===== src/rtl/gpr_ctrl_pkg.sv =====
// Shared definitions for the general-purpose register file write-side control.
// Contents:
//   DATA_W, ADDR_W, NUM_REGS  register file geometry (32 x 32)
//   ZERO_REG                  hardwired-zero register address
//   wb_req_t                  one writeback request (valid, addr, data)
package gpr_ctrl_pkg;

    localparam int DATA_W   = 32;
    localparam int ADDR_W   = 5;
    localparam int NUM_REGS = 32;

    localparam logic [ADDR_W-1:0] ZERO_REG = 5'd0;

    typedef struct packed {
        logic              valid;
        logic [ADDR_W-1:0] addr;
        logic [DATA_W-1:0] data;
    } wb_req_t;

endpackage


===== src/rtl/rr_arbiter2.sv =====
// Two-requester round-robin arbiter.
// Ports:
//   clk, reset  clock and synchronous active-high reset (pointer -> requester 0)
//   req[1:0]    request lines
//   grant[1:0]  one-hot grant, combinational from req and the pointer;
//               never asserts a bit whose request is low
// A lone requester is always granted. On contention the pointer picks the
// winner; after every grant the pointer moves to the other requester.
module rr_arbiter2 (
    input  logic       clk,
    input  logic       reset,
    input  logic [1:0] req,
    output logic [1:0] grant
);

    // 0: requester 0 wins the next tie, 1: requester 1 wins it
    logic ptr;

    always_comb begin
        grant = 2'b00;
        case (req)
            2'b01:   grant = 2'b01;
            2'b10:   grant = 2'b10;
            2'b11:   grant = ptr ? 2'b10 : 2'b01;
            default: grant = 2'b00;
        endcase
    end

    always_ff @(posedge clk) begin
        if (reset) begin
            ptr <= 1'b0;
        end else if (|grant) begin
            // after granting 0 point at 1, after granting 1 point at 0
            ptr <= grant[0];
        end
    end

endmodule


===== src/rtl/gpr_wb_scheduler.sv =====
// Write-port scheduler and pending-write scoreboard for the 32x32 GPR file.
// Ports:
//   clk, reset                      clock, synchronous active-high reset
//   rsv_valid/rsv_addr/rsv_ready    destination reservation from issue
//   srcN_valid/addr/data/ready      writeback requests (N=0 ALU, N=1 load)
//   query_a_addr, query_b_addr      read addresses presented to the file
//   hazard                          either queried register is pending
//   gpr_we, gpr_addr, gpr_data      registered write port to the file
//   busy                            pending-write scoreboard, bit 0 always 0
//   wb_err                          sticky: writeback to a non-pending register
module gpr_wb_scheduler
    import gpr_ctrl_pkg::*;
#(
    parameter int DATA_W = gpr_ctrl_pkg::DATA_W,
    parameter int ADDR_W = gpr_ctrl_pkg::ADDR_W
) (
    input  logic                     clk,
    input  logic                     reset,
    input  logic                     rsv_valid,
    input  logic [ADDR_W-1:0]        rsv_addr,
    output logic                     rsv_ready,
    input  logic                     src0_valid,
    input  logic [ADDR_W-1:0]        src0_addr,
    input  logic [DATA_W-1:0]        src0_data,
    output logic                     src0_ready,
    input  logic                     src1_valid,
    input  logic [ADDR_W-1:0]        src1_addr,
    input  logic [DATA_W-1:0]        src1_data,
    output logic                     src1_ready,
    input  logic [ADDR_W-1:0]        query_a_addr,
    input  logic [ADDR_W-1:0]        query_b_addr,
    output logic                     hazard,
    output logic                     gpr_we,
    output logic [ADDR_W-1:0]        gpr_addr,
    output logic [DATA_W-1:0]        gpr_data,
    output logic [(1<<ADDR_W)-1:0]   busy,
    output logic                     wb_err
);

    localparam int NREG = 1 << ADDR_W;

    logic [1:0]      grant;
    wb_req_t         req0;
    wb_req_t         req1;
    wb_req_t         sel_p0;
    logic            rsv_fire;
    logic [NREG-1:0] busy_q;
    logic [NREG-1:0] busy_next;
    logic            we_p1;
    logic [ADDR_W-1:0] addr_p1;
    logic [DATA_W-1:0] data_p1;
    logic            err_q;

    rr_arbiter2 u_arb (
        .clk   (clk),
        .reset (reset),
        .req   ({src1_valid, src0_valid}),
        .grant (grant)
    );

    assign src0_ready = grant[0];
    assign src1_ready = grant[1];

    // r0 is never marked busy, so reserving it is always accepted
    assign rsv_ready = ~busy_q[rsv_addr];
    assign rsv_fire  = rsv_valid & rsv_ready;

    assign hazard = busy_q[query_a_addr] | busy_q[query_b_addr];

    // ---- stage p0: select the granted writeback ----
    always_comb begin
        req0   = '{valid: src0_valid, addr: src0_addr, data: src0_data};
        req1   = '{valid: src1_valid, addr: src1_addr, data: src1_data};
        sel_p0 = grant[1] ? req1 : req0;
        sel_p0.valid = |grant;
    end

    // The clear for the register being written and the set for a new
    // reservation can never hit the same bit: that reservation is refused
    // while the bit is still set.
    always_comb begin
        busy_next = busy_q;
        if (we_p1) begin
            busy_next[addr_p1] = 1'b0;
        end
        if (rsv_fire && rsv_addr != ZERO_REG) begin
            busy_next[rsv_addr] = 1'b1;
        end
        busy_next[0] = 1'b0;
    end

    // ---- stage p1: registered write port, scoreboard, error flag ----
    always_ff @(posedge clk) begin
        if (reset) begin
            we_p1   <= 1'b0;
            addr_p1 <= '0;
            data_p1 <= '0;
            busy_q  <= '0;
            err_q   <= 1'b0;
        end else begin
            // writes to r0 are consumed but never reach the file
            we_p1  <= sel_p0.valid && (sel_p0.addr != ZERO_REG);
            busy_q <= busy_next;
            if (sel_p0.valid) begin
                addr_p1 <= sel_p0.addr;
                data_p1 <= sel_p0.data;
                if (sel_p0.addr != ZERO_REG && !busy_q[sel_p0.addr]) begin
                    err_q <= 1'b1;
                end
            end
        end
    end

    assign gpr_we   = we_p1;
    assign gpr_addr = addr_p1;
    assign gpr_data = data_p1;
    assign busy     = busy_q;
    assign wb_err   = err_q;

endmodule


===== config.mk =====
export PLATFORM = sky130hd
export DESIGN_NAME = gpr_wb_scheduler
export DESIGN_NICKNAME = d
export VERILOG_FILES = /design/src/rtl/gpr_ctrl_pkg.sv /design/src/rtl/rr_arbiter2.sv /design/src/rtl/gpr_wb_scheduler.sv
export SDC_FILE = /design/constraint.sdc
export NUM_CORES = 1
export LEC_CHECK = 0
export BUFFER_PORTS_ARGS = -buffer_cell sky130_fd_sc_hd__buf_2
export CELL_PAD_IN_SITES_DETAIL_PLACEMENT = 1
export CELL_PAD_IN_SITES_GLOBAL_PLACEMENT = 1
export CORE_AREA = 5 5 129 107
export DETAILED_ROUTE_END_ITERATION = 12
export DIE_AREA = 0 0 134 112
export GPL_TIMING_DRIVEN = 0
export PLACE_DENSITY_LB_ADDON = 0.25
export SETUP_SLACK_MARGIN = 0.3
export SLEW_MARGIN = 20
export SYNTH_ARGS = -nofsm -noshare
export SYNTH_HDL_FRONTEND = slang
export SYNTH_HIERARCHICAL = 1
export SYNTH_SLANG_ARGS = --single-unit

===== constraint.sdc =====
create_clock -name clk -period 2.9 [get_ports clk]
set_clock_uncertainty 0.2 [all_clocks]
set_input_delay 0.29 -clock clk [delete_from_list [all_inputs] [get_ports clk]]
set_output_delay 0.29 -clock clk [all_outputs]
set_load 0.05 [all_outputs]

==> flow_summary_export.csv, run 1 <==
group,metric,value,unit
global_routing,antenna_found_initial,0,
logic_synthesis,avgSynthCellArea,9.18,sq um
sta,slew_viol_final,0,
routing,routedWlPerCell,20.7,um
logic_synthesis,synthAdderAreaFrac,0,%
floorplanning,coreArea,12500,sq um
worst_setup_path,cp_max_fo,6,
sta,period_minus_slack,2530,ps
worst_setup_path,crit_top_cell,"mux4_2",
worst_setup_path,rr_endpoint,"wb_err$_SDFFE_PP0P_",
power_and_ir_drop,p_leak,2.69,nW
logic_synthesis,async_flop_share,0,%
clocking,clk_pin_slew,60,ps
clocking,insertion_delay,330,ps
cells_and_area,utilization,48.6,%
run_status,status,"finished clean",
global_routing,grt_max_degree,12,
floorplanning,die_h,112,um
clocking,cts_root_buf,"clkbuf_16",
sta,worstMarginPinSlew,756,ps
worst_setup_path,end_kind,"primary output",
logic_synthesis,synth_compound_area_share,13.8,%
worst_hold_path,min_from,"src1_data[30]",
worst_setup_path,cp_cell_sequence,"mux4_2, mux4_2, mux2i_1, nand2_1, buf_6",
global_routing,grt_usage,23.0,%
worst_setup_path,r2r-start,"u_arb/ptr$_SDFFE_PP0P_",
logic_synthesis,synth_mux_area_share,28.3,%
routing,wl_met3,1450,um
cells_and_area,drive_gt1_share,39.1,%
floorplanning,die-area,15000,sq um
clocking,clockBufferDepth,2,
sta,fin_tns_setup,0,ps
global_routing,grt_pass1_wl,27300,um
floorplanning,pin_count,169,
placement,dp_hpwl,12900,um
worst_setup_path,startpoint_type,"flop",
worst_hold_path,hold_class,"primary input to flop",
routing,drt_pass1_iterations,4,
logic_synthesis,synth-xor-area-share,0,%
logic_synthesis,syn_area,4330,sq um
cells_and_area,fillCellCount,1482,
worst_hold_path,whs_endpoint,"gpr_data[30]$_SDFFE_PP0P_",
worst_setup_path,rrSetupSlack,420,ps
clocking,cts_sinks,71,
routing,drtIter0Drc,246,
power_and_ir_drop,total_power,3.03,mW
routing,vias,4614,
logic_synthesis,ys.flop_type,"dfxtp_1",
cells_and_area,diodes,0,
cells_and_area,instances_no_fill,833,
worst_setup_path,worst-setup-path-type,"flop to primary output",
sta,setup_viol,0,
placement,place_congestion,0.876,
routing,wl_met2,8320,um
logic_synthesis,synthesis.nets,565,
job,cap_violations,0,
routing,highest_layer,"met4",
sta,slew_headroom,49.6,%
routing,via_per_inst,5.54,
sta,hold_ws,7.59,ps
worst_setup_path,cpMaxStageDelayCell,"mux4_2",
clocking,cts_tree,"yes",
power_and_ir_drop,power_density,500,nW/um^2
cells_and_area,finalNetCount,767,
logic_synthesis,ys_ff_latch,71,
worst_hold_path,min_path_cells,3,
floorplanning,initial_core_util,34.7,%
placement,placedCellCount,787,
routing,drc,0,
logic_synthesis,syn_inst,471,
worst_setup_path,slowest_delay,480,ps
worst_setup_path,worstRegToRegCells,9,
cells_and_area,area_delta_synth_final,39.9,%
worst_setup_path,worstPathArrival,2040,ps
logic_synthesis,synth_edf_count,0,
routing,drt_wl_total,17200,um
sta,rsz0062_at_grt,"true",
global_routing,grt_pass1_vias,4948,
routing,ant_nets,0,
sta,final.period_utilization,87.4,%
sta,timing.fmax,0.395,GHz
worst_setup_path,cp.required,2410,ps
global_routing,grt_overflow,0,
placement,io_buffers,160,
power_and_ir_drop,irDropWorstVdd,311,uV
logic_synthesis,synth-seq-area-share,32.9,%
logic_synthesis,yosysWarnings,6,
logic_synthesis,synth_top_family_by_area,"multiplexers",
clocking,htree_num_levels,3,
clocking,cts_made_buffers,9,
logic_synthesis,synth.distinct_cells,47,
routing,wl_met1,7230,um
floorplanning,row_count,37,
floorplanning,fp.dieW,134,um
logic_synthesis,yosys.area_share.simple,20.7,%
sta,finalHoldViolCount,0,
-- kinds of logic (layout without fill, tap and decap cells) --
group | after synthesis | count (layout)
multiplexers | 80 | 80
AND/OR/NAND/NOR | 174 | 174
other | 1 | 1
flip-flops | 71 | 71
buffers and inverters | 40 | 246
AO/OA/AOI/OAI | 105 | 105
-- timing repair --
action,CTS,global route
endpoints found under the hold margin,26,1
setup endpoints to repair,2,30
buffers inserted,1,2
hold buffers,27,1
pin swaps,0,1
resized for setup,8,35
-- cells in the final DEF (no fill, tap or decap), drive strengths merged, types with 8 or more instances in the layout --
cell type,count
nor2b,21
buf,172
nand3b,12
clkbuf,39
nand3,8
o21ai,45
a21oi,33
mux2i,43
dfxtp,71
mux4,31
dlygate4sd3,28
nor2,75
nand2,32
-- flip-flops by register name, indices dropped and copies added (netlist names) --
name       cells
gpr_we         1
gpr_addr       5
gpr_data      32
busy          31
wb_err         1
u_arb/ptr      1
-- critical path, delay by kind of cell (launching register included) --
family	cells	cell delay [ps]
simple gates	1	80
flops	1	370
mux	3	1110
buf+inv	1	150
-- through the flow --
stage / setup slack (ps) / instance area (sq um)
global route: 285 / 6050
floorplan: 317 / 4350
CTS: 303 / 5970
detailed placement: 262 / 5350
global placement: 364 / 5350
finish: 365 / 6050
-- final cells by class --
class	instances	area [sq um]	share of cell area [%]
Buffer	36	180	2.98
Inverter	4	15.0	0.248
Tap cell	156	195	3.23
Multi-Input combinational cell	360	2750	45.5
Sequential cell	71	1460	24.2
Clock inverter	3	65.1	1.08
Clock buffer	12	267	4.41
Timing Repair Buffer	191	1110	18.3
-- power breakdown --
part | internal (mW) | switching, mW
sequential | 1.03 | 0.0414
combinational | 0.257 | 0.473
clock | 0.817 | 0.413
total | 2.10 | 0.927
-- layer usage --
| layer | GRT usage [%] | up-vias |
|---|---|---|
| met5 | 0 | - |
| met4 | 5.28 | 0 |
| met3 | 7.00 | 23 |
| met2 | 38.5 | 194 |
| met1 | 29.2 | 2262 |
| li1 | - | 2135 |
-- synthesized netlist by cell type, types with 2 or more instances --
| cell | number | area, sq um |
|---|---|---|
| clkbuf_1 | 25 | 93.8 |
| nor2b_1 | 21 | 131 |
| mux4_1 | 5 | 131 |
| mux2i_1 | 42 | 420 |
| mux2_2 | 5 | 56.3 |
| nand4_1 | 3 | 18.8 |
| dfxtp_1 | 71 | 1420 |
| or4bb_1 | 2 | 22.5 |
| nand3b_1 | 12 | 90.1 |
| o22ai_1 | 7 | 43.8 |
| a21oi_1 | 33 | 165 |
| nand3_1 | 8 | 40.0 |
| nand2b_1 | 4 | 25.0 |
| inv_1 | 4 | 15.0 |
| buf_6 | 2 | 22.5 |
| buf_2 | 4 | 20.0 |
| and3_1 | 2 | 12.5 |
| nor3b_1 | 4 | 30.0 |
| o32ai_1 | 4 | 35.0 |
| a21boi_0 | 2 | 15.0 |
| nand4_4 | 2 | 42.5 |
| o21ai_0 | 44 | 220 |
| a211oi_1 | 5 | 37.5 |
| mux4_2 | 26 | 586 |
| nand2_1 | 32 | 120 |
| or2_2 | 2 | 12.5 |
| o41ai_1 | 3 | 26.3 |
| nand4b_1 | 2 | 17.5 |
| buf_1 | 3 | 11.3 |
| nor2_1 | 75 | 282 |
-- worst max-delay path by stage --
| stage | endpoint | slack [ps] | from | depth (start not counted) |
|---|---|---|---|---|
| after global routing | hazard | 290 | busy[5]$_SDFF_PP0_ | 7 |
| after CTS | hazard | 300 | busy[27]$_SDFF_PP0_ | 5 |
| after floorplan | wb_err$_SDFFE_PP0P_ | 320 | u_arb/ptr$_SDFFE_PP0P_ | 9 |
| final | hazard | 370 | busy[25]$_SDFF_PP0_ | 5 |
| after global placement | wb_err$_SDFFE_PP0P_ | 360 | src1_valid | 9 |
| after detailed placement | hazard | 260 | query_b_addr[1] | 8 |
No activity file was read; power rests on OpenSTA's default activity.
==> run 2: changes to the inputs <==
--- a/config.mk
+++ b/config.mk
@@ -13,6 +13,7 @@
 export DIE_AREA = 0 0 134 112
 export GPL_TIMING_DRIVEN = 0
 export PLACE_DENSITY_LB_ADDON = 0.25
+export REMOVE_ABC_BUFFERS = 1
 export SETUP_SLACK_MARGIN = 0.3
 export SLEW_MARGIN = 20
 export SYNTH_ARGS = -nofsm -noshare
==> constraint.sdc (replaced) <==
create_clock -name clk -period 2.35 [get_ports clk]
set_clock_uncertainty 0.2 [all_clocks]
set_input_delay 0.235 -clock clk [delete_from_list [all_inputs] [get_ports clk]]
set_output_delay 0.235 -clock clk [all_outputs]
set_load 0.02 [all_outputs]
==> flow_summary_export.csv, run 2 (synthesis gave the netlist of run 1 again) <==
group,metric,value,unit
clocking,cts_root_buf,"clkbuf_16",
routing,ant_nets,0,
cells_and_area,largest_reg_flops,32,
run_status,status,"finished, violations left",
placement,placedCellCount,763,
global_routing,grt_max_degree,74,
worst_setup_path,worstPathArrival,2560,ps
cells_and_area,final_common_cell,"buf_2",
power_and_ir_drop,p_leak,2.87,nW
routing,routedWlPerCell,21.4,um
floorplanning,die-area,15000,sq um
placement,dpl_cell_area,5340,sq um
sta,setup_ws,-163,ps
routing,via_per_inst,5.52,
clocking,cts_made_buffers,9,
cells_and_area,area_delta_synth_final,49.5,%
sta,worstMarginPinSlew,804,ps
global_routing,grt_pass1_vias,5068,
sta,hold_ws,46.9,ps
clocking,cts_tree,"yes",
power_and_ir_drop,total_power,3.49,mW
cells_and_area,drive_gt1_share,46.0,%
floorplanning,row_count,37,
floorplanning,fp.dieW,134,um
clocking,cts_sinks,71,
sta,rsz0062_at_grt,"true",
sta,fin_tns_setup,-288,ps
placement,dpl_worst_slack,-904,ps
sta,timing.fmax,0.398,GHz
clocking,insertion_delay,330,ps
worst_hold_path,hold_class,"primary input to flop",
cells_and_area,diodes,0,
cells_and_area,utilization,51.9,%
sta,finalHoldViolCount,0,
placement,dp_hpwl,12400,um
clocking,clockBufferDepth,2,
sta,setup_viol,2,
worst_setup_path,worstSetupStartpoint,"u_arb/ptr$_SDFFE_PP0P_",
cells_and_area,most-common-layout-cells,"buf_2, nor2_1, dfxtp_1",
clocking,clk_pin_slew,60,ps
cells_and_area,instances_no_fill,837,
routing,drt_wl_total,17900,um
cells_and_area,finalNetCount,771,
floorplanning,coreArea,12500,sq um
power_and_ir_drop,power_density,540,nW/um^2
worst_setup_path,startpoint_type,"flop",
global_routing,antenna_found_initial,0,
worst_setup_path,r2r-start,"u_arb/ptr$_SDFFE_PP0P_",
floorplanning,pin_count,169,
worst_setup_path,cp_max_fo,7,
run_status,violations,"negative setup slack",
power_and_ir_drop,irDropWorstVdd,285,uV
cells_and_area,design_area,6470,sq um
worst_setup_path,cp.required,2400,ps
routing,drt_pass1_iterations,4,
global_routing,grt_usage,23.3,%
routing,vias,4623,
clocking,htree_num_levels,3,
sta,period_minus_slack,2510,ps
placement,io_buffers,167,
sta,final.period_utilization,107,%
placement,place_congestion,0.853,
worst_setup_path,rr_endpoint,"wb_err$_SDFFE_PP0P_",
floorplanning,die_h,112,um
routing,drtIter0Drc,300,
worst_setup_path,worst-setup-path-type,"flop to flop",
job,cap_violations,0,
sta,slew_viol_final,0,
floorplanning,initial_core_util,34.7,%
worst_setup_path,worstRegToRegCells,9,
global_routing,grt_pass1_wl,27700,um
sta,slew_headroom,46.4,%
global_routing,grt_overflow,0,
worst_setup_path,endpoint,"wb_err$_SDFFE_PP0P_",
worst_setup_path,end_kind,"flop",
routing,drc,0,
worst_setup_path,rrSetupSlack,-160,ps
## run 2: changes by cell type in the layout (fill, tap and decap cells not counted), sizes merged
| cell | delta |
|---|---|
| clkbuf | -27 |
| buf | +23 |
| bufinv | -1 |
| dlygate4sd3 | +5 |
| clkinv | +1 |
| clkinvlp | +1 |
| bufbuf | +2 |
## run 2: worst min path at each step
| stage | from | endpoint | slack [ps] | depth (start not counted) |
|---|---|---|---|---|
| 2_1_floorplan | reset | gpr_addr[3]$_SDFFE_PP0P_ | 110 | 1 |
| 3_3_place_gp | src1_valid | u_arb/ptr$_SDFFE_PP0P_ | 240 | 2 |
| 3_5_place_dp | wb_err$_SDFFE_PP0P_ | wb_err$_SDFFE_PP0P_ | 260 | 2 |
| 4_1_cts | src0_valid | u_arb/ptr$_SDFFE_PP0P_ | 5 | 3 |
| 5_1_grt | src0_valid | u_arb/ptr$_SDFFE_PP0P_ | 80 | 3 |
| 6_report | src0_valid | u_arb/ptr$_SDFFE_PP0P_ | 50 | 3 |
## run 2: cell type report
cell class / instances / area [sq um]
Timing Repair Buffer: 231 / 1590
Fill cell: 1445 / 5990
Clock inverter: 4 / 47.5
Inverter: 4 / 15.0
Clock buffer: 11 / 233
Sequential cell: 71 / 1470
Tap cell: 156 / 195
Multi-Input combinational cell: 360 / 2920
## run 2: worst max-delay path, cell delays in order (launching register included)
cell	delay, ps
dfxtp_4	350
inv_2	40
a21boi_4	170
clkbuf_16	170
buf_16	120
mux2_4	370
mux4_2	470
a22oi_2	190
o21ai_0	120
o32ai_2	210
## run 2: layer usage
| metal | track usage, % | part of all wire, % |
|---|---|---|
| met1 | 29.5 | 40 |
| met2 | 38.5 | 49 |
| met3 | 6.73 | 9.2 |
| met4 | 7.54 | 2.1 |
| met5 | 0 | 0 |
## run 2: power breakdown
part	internal [mW]	leakage, nW	total, mW	switching (mW)
Sequential	1.26	0.596	1.33	0.0651
Combinational	0.390	2.14	0.846	0.455
Clock	0.813	0.135	1.32	0.509
Total	2.47	2.87	3.49	1.03
## run 2: what timing repair did
| item | CTS | global route |
|---|---|---|
| hold endpoints to repair | 33 | 0 |
| hold buffers | 33 | 0 |
| setup endpoints to repair | 40 | 36 |
| gates cloned | 2 | 0 |
| pin swaps | 7 | 28 |
| resized for setup | 41 | 70 |
| buffers inserted | 10 | 14 |
==> run 3: changes to the inputs <==
==> constraint.sdc (replaced) <==
create_clock -name clk -period 2.35 [get_ports clk]
set_clock_uncertainty 0.2 [all_clocks]
set_input_delay 0.47 -clock clk [delete_from_list [all_inputs] [get_ports clk]]
set_output_delay 0.47 -clock clk [all_outputs]
set_load 0.02 [all_outputs]
==> flow_summary_export.csv, run 3 (synthesis gave the netlist of run 1 again) <==
group,metric,value,unit
worst_hold_path,hold_class,"primary input to flop",
sta,setup_ws,-411,ps
sta,hold_ws,168,ps
placement,dp_hpwl,12400,um
power_and_ir_drop,sequentialPowerShare,37.7,%
floorplanning,fp.dieW,134,um
clocking,cts_tree,"yes",
power_and_ir_drop,p_switching,1.05,mW
clocking,cts_sinks,71,
sta,timing.fmax,0.362,GHz
routing,vias,4640,
worst_setup_path,cp_cell_sequence,"mux4_2, mux4_2, mux2i_1, nand2_1, buf_6",
worst_setup_path,slowest_delay,490,ps
routing,drt_wl_total,18200,um
global_routing,grt_usage,22.8,%
worst_setup_path,crit_buf_inv,1,
global_routing,grt_max_degree,74,
sta,setup_viol,34,
cells_and_area,fillCellCount,1438,
worst_setup_path,cp_max_fo,4,
global_routing,grt_pass1_wl,26700,um
clocking,clk_pin_slew,60,ps
cells_and_area,largest_reg_flops,32,
placement,place_congestion,0.853,
power_and_ir_drop,p_clk_share,37.7,%
cells_and_area,area_delta_synth_final,46.7,%
worst_setup_path,critical_path.top_delay_family,"multiplexers",
sta,fin_tns_setup,-4660,ps
placement,io_buffers,167,
clocking,cts_root_buf,"clkbuf_16",
floorplanning,row_count,37,
run_status,violations,"negative setup slack",
sta,rsz0062_at_grt,"true",
worst_setup_path,end_kind,"primary output",
clocking,clockBufferDepth,2,
cells_and_area,finalNetCount,746,
global_routing,grt_pass1_vias,4799,
job,cap_violations,0,
global_routing,antenna_found_initial,1,
cells_and_area,drive_gt1_share,49.7,%
sta,period_minus_slack,2760,ps
worst_setup_path,worstPathArrival,2090,ps
sta,slew_viol_final,0,
clocking,htree_num_levels,3,
power_and_ir_drop,internal_power,2.48,mW
clocking,cts_made_buffers,9,
power_and_ir_drop,p_leak,2.80,nW
floorplanning,pin_count,169,
routing,routedWlPerCell,22.3,um
worst_setup_path,worstRegToRegCells,11,
worst_setup_path,cp.required,1680,ps
worst_setup_path,crit_top_cell,"mux4_2",
sta,finalHoldViolCount,0,
sta,final.period_utilization,117,%
worst_hold_path,min_path_cells,3,
floorplanning,coreArea,12500,sq um
clocking,cts_hold_buf,0,
routing,drc,0,
worst_setup_path,cpMaxStageDelayCell,"mux4_2",
clocking,insertion_delay,330,ps
routing,ant_nets,0,
run_status,status,"finished, violations left",
cells_and_area,design_area,6340,sq um
placement,dpl_cell_area,5340,sq um
routing,via_per_inst,5.71,
sta,worstMarginPinSlew,802,ps
power_and_ir_drop,power_density,556,nW/um^2
power_and_ir_drop,pwr-share-comb,24.6,%
worst_setup_path,startpoint_type,"flop",
floorplanning,die-area,15000,sq um
routing,drt_pass1_iterations,5,
floorplanning,initial_core_util,34.7,%
power_and_ir_drop,irDropWorstVdd,286,uV
worst_setup_path,worst-setup-path-type,"flop to primary output",
floorplanning,die_h,112,um
power_and_ir_drop,swShare,29.8,%
cells_and_area,final_common_cell,"buf_2",
cells_and_area,most-common-layout-cells,"buf_2, nor2_1, dfxtp_1",
routing,drtIter0Drc,315,
worst_setup_path,crit_cells,5,
global_routing,grt_overflow,0,
sta,slew_headroom,46.6,%
[run 3: layer usage]
metal  global-route usage (%)  up-vias  routed length [um]
met1                     29.8     2297                7630
li1                         -     2097                   -
met5                        0        -                   0
met2                     37.6      214                8680
met4                     5.89        0                 362
met3                     5.78       32                1490
[run 3: timing repair]
action                     in CTS  in global routing
gates cloned                    1                  3
setup endpoints to repair      42                 41
gates resized for setup        84                 54
setup buffers                  18                 12
pin swaps                      27                 12
[run 3: tightest hold or removal path, stage by stage]
cell and delay, ps:
buf_2 80, a21oi_1 50, nor2_1 70
[run 3: final cells by class]
| cell class | count | area, sq um | share of cell area (%) |
|---|---|---|---|
| antenna | 1 | 2.50 | 0.0394 |
| clock buffer | 11 | 233 | 3.67 |
| clock inverter | 4 | 47.5 | 0.750 |
| inverter | 4 | 15.0 | 0.237 |
| multi-input combinational | 360 | 2960 | 46.7 |
| sequential | 71 | 1460 | 23.0 |
| tap | 156 | 195 | 3.08 |
| timing repair buffer | 206 | 1430 | 22.5 |
[run 3: per-stage QoR]
step                instances  utilization [%]  power [mW]  setup WS, ps
floorplan                 435                -        1.74         -5340
global placement          758             41.6        2.01         -7320
detailed placement        763             42.9        2.04         -1020
CTS                       797             48.1        3.46          -373
global route              813             50.9        3.67          -451
finish                    813             50.9        3.53          -411
[run 3: power by group through the flow]
| stage | Clock [mW] | Combinational (mW) | Sequential, mW |
|---|---|---|---|
| 3_5_place_dp | 0 | 0.688 | 1.36 |
| 4_1_cts | 1.35 | 0.778 | 1.33 |
| 5_1_grt | 1.41 | 0.928 | 1.34 |
| 6_report | 1.33 | 0.868 | 1.33 |
| 3_3_place_gp | 0 | 0.662 | 1.35 |
| 2_1_floorplan | 0 | 0.324 | 1.41 |
[run 3: final timing paths]
check,from,endpoint,slack (ps)
worst max-delay path,busy[15]$_SDFF_PP0_,hazard,-410
worst min register to register,wb_err$_SDFFE_PP0P_,wb_err$_SDFFE_PP0P_,290
worst min-delay path,src1_data[15],gpr_data[15]$_SDFFE_PP0P_,170
worst max register to register,busy[15]$_SDFF_PP0_,busy[4]$_SDFF_PP0_,-210
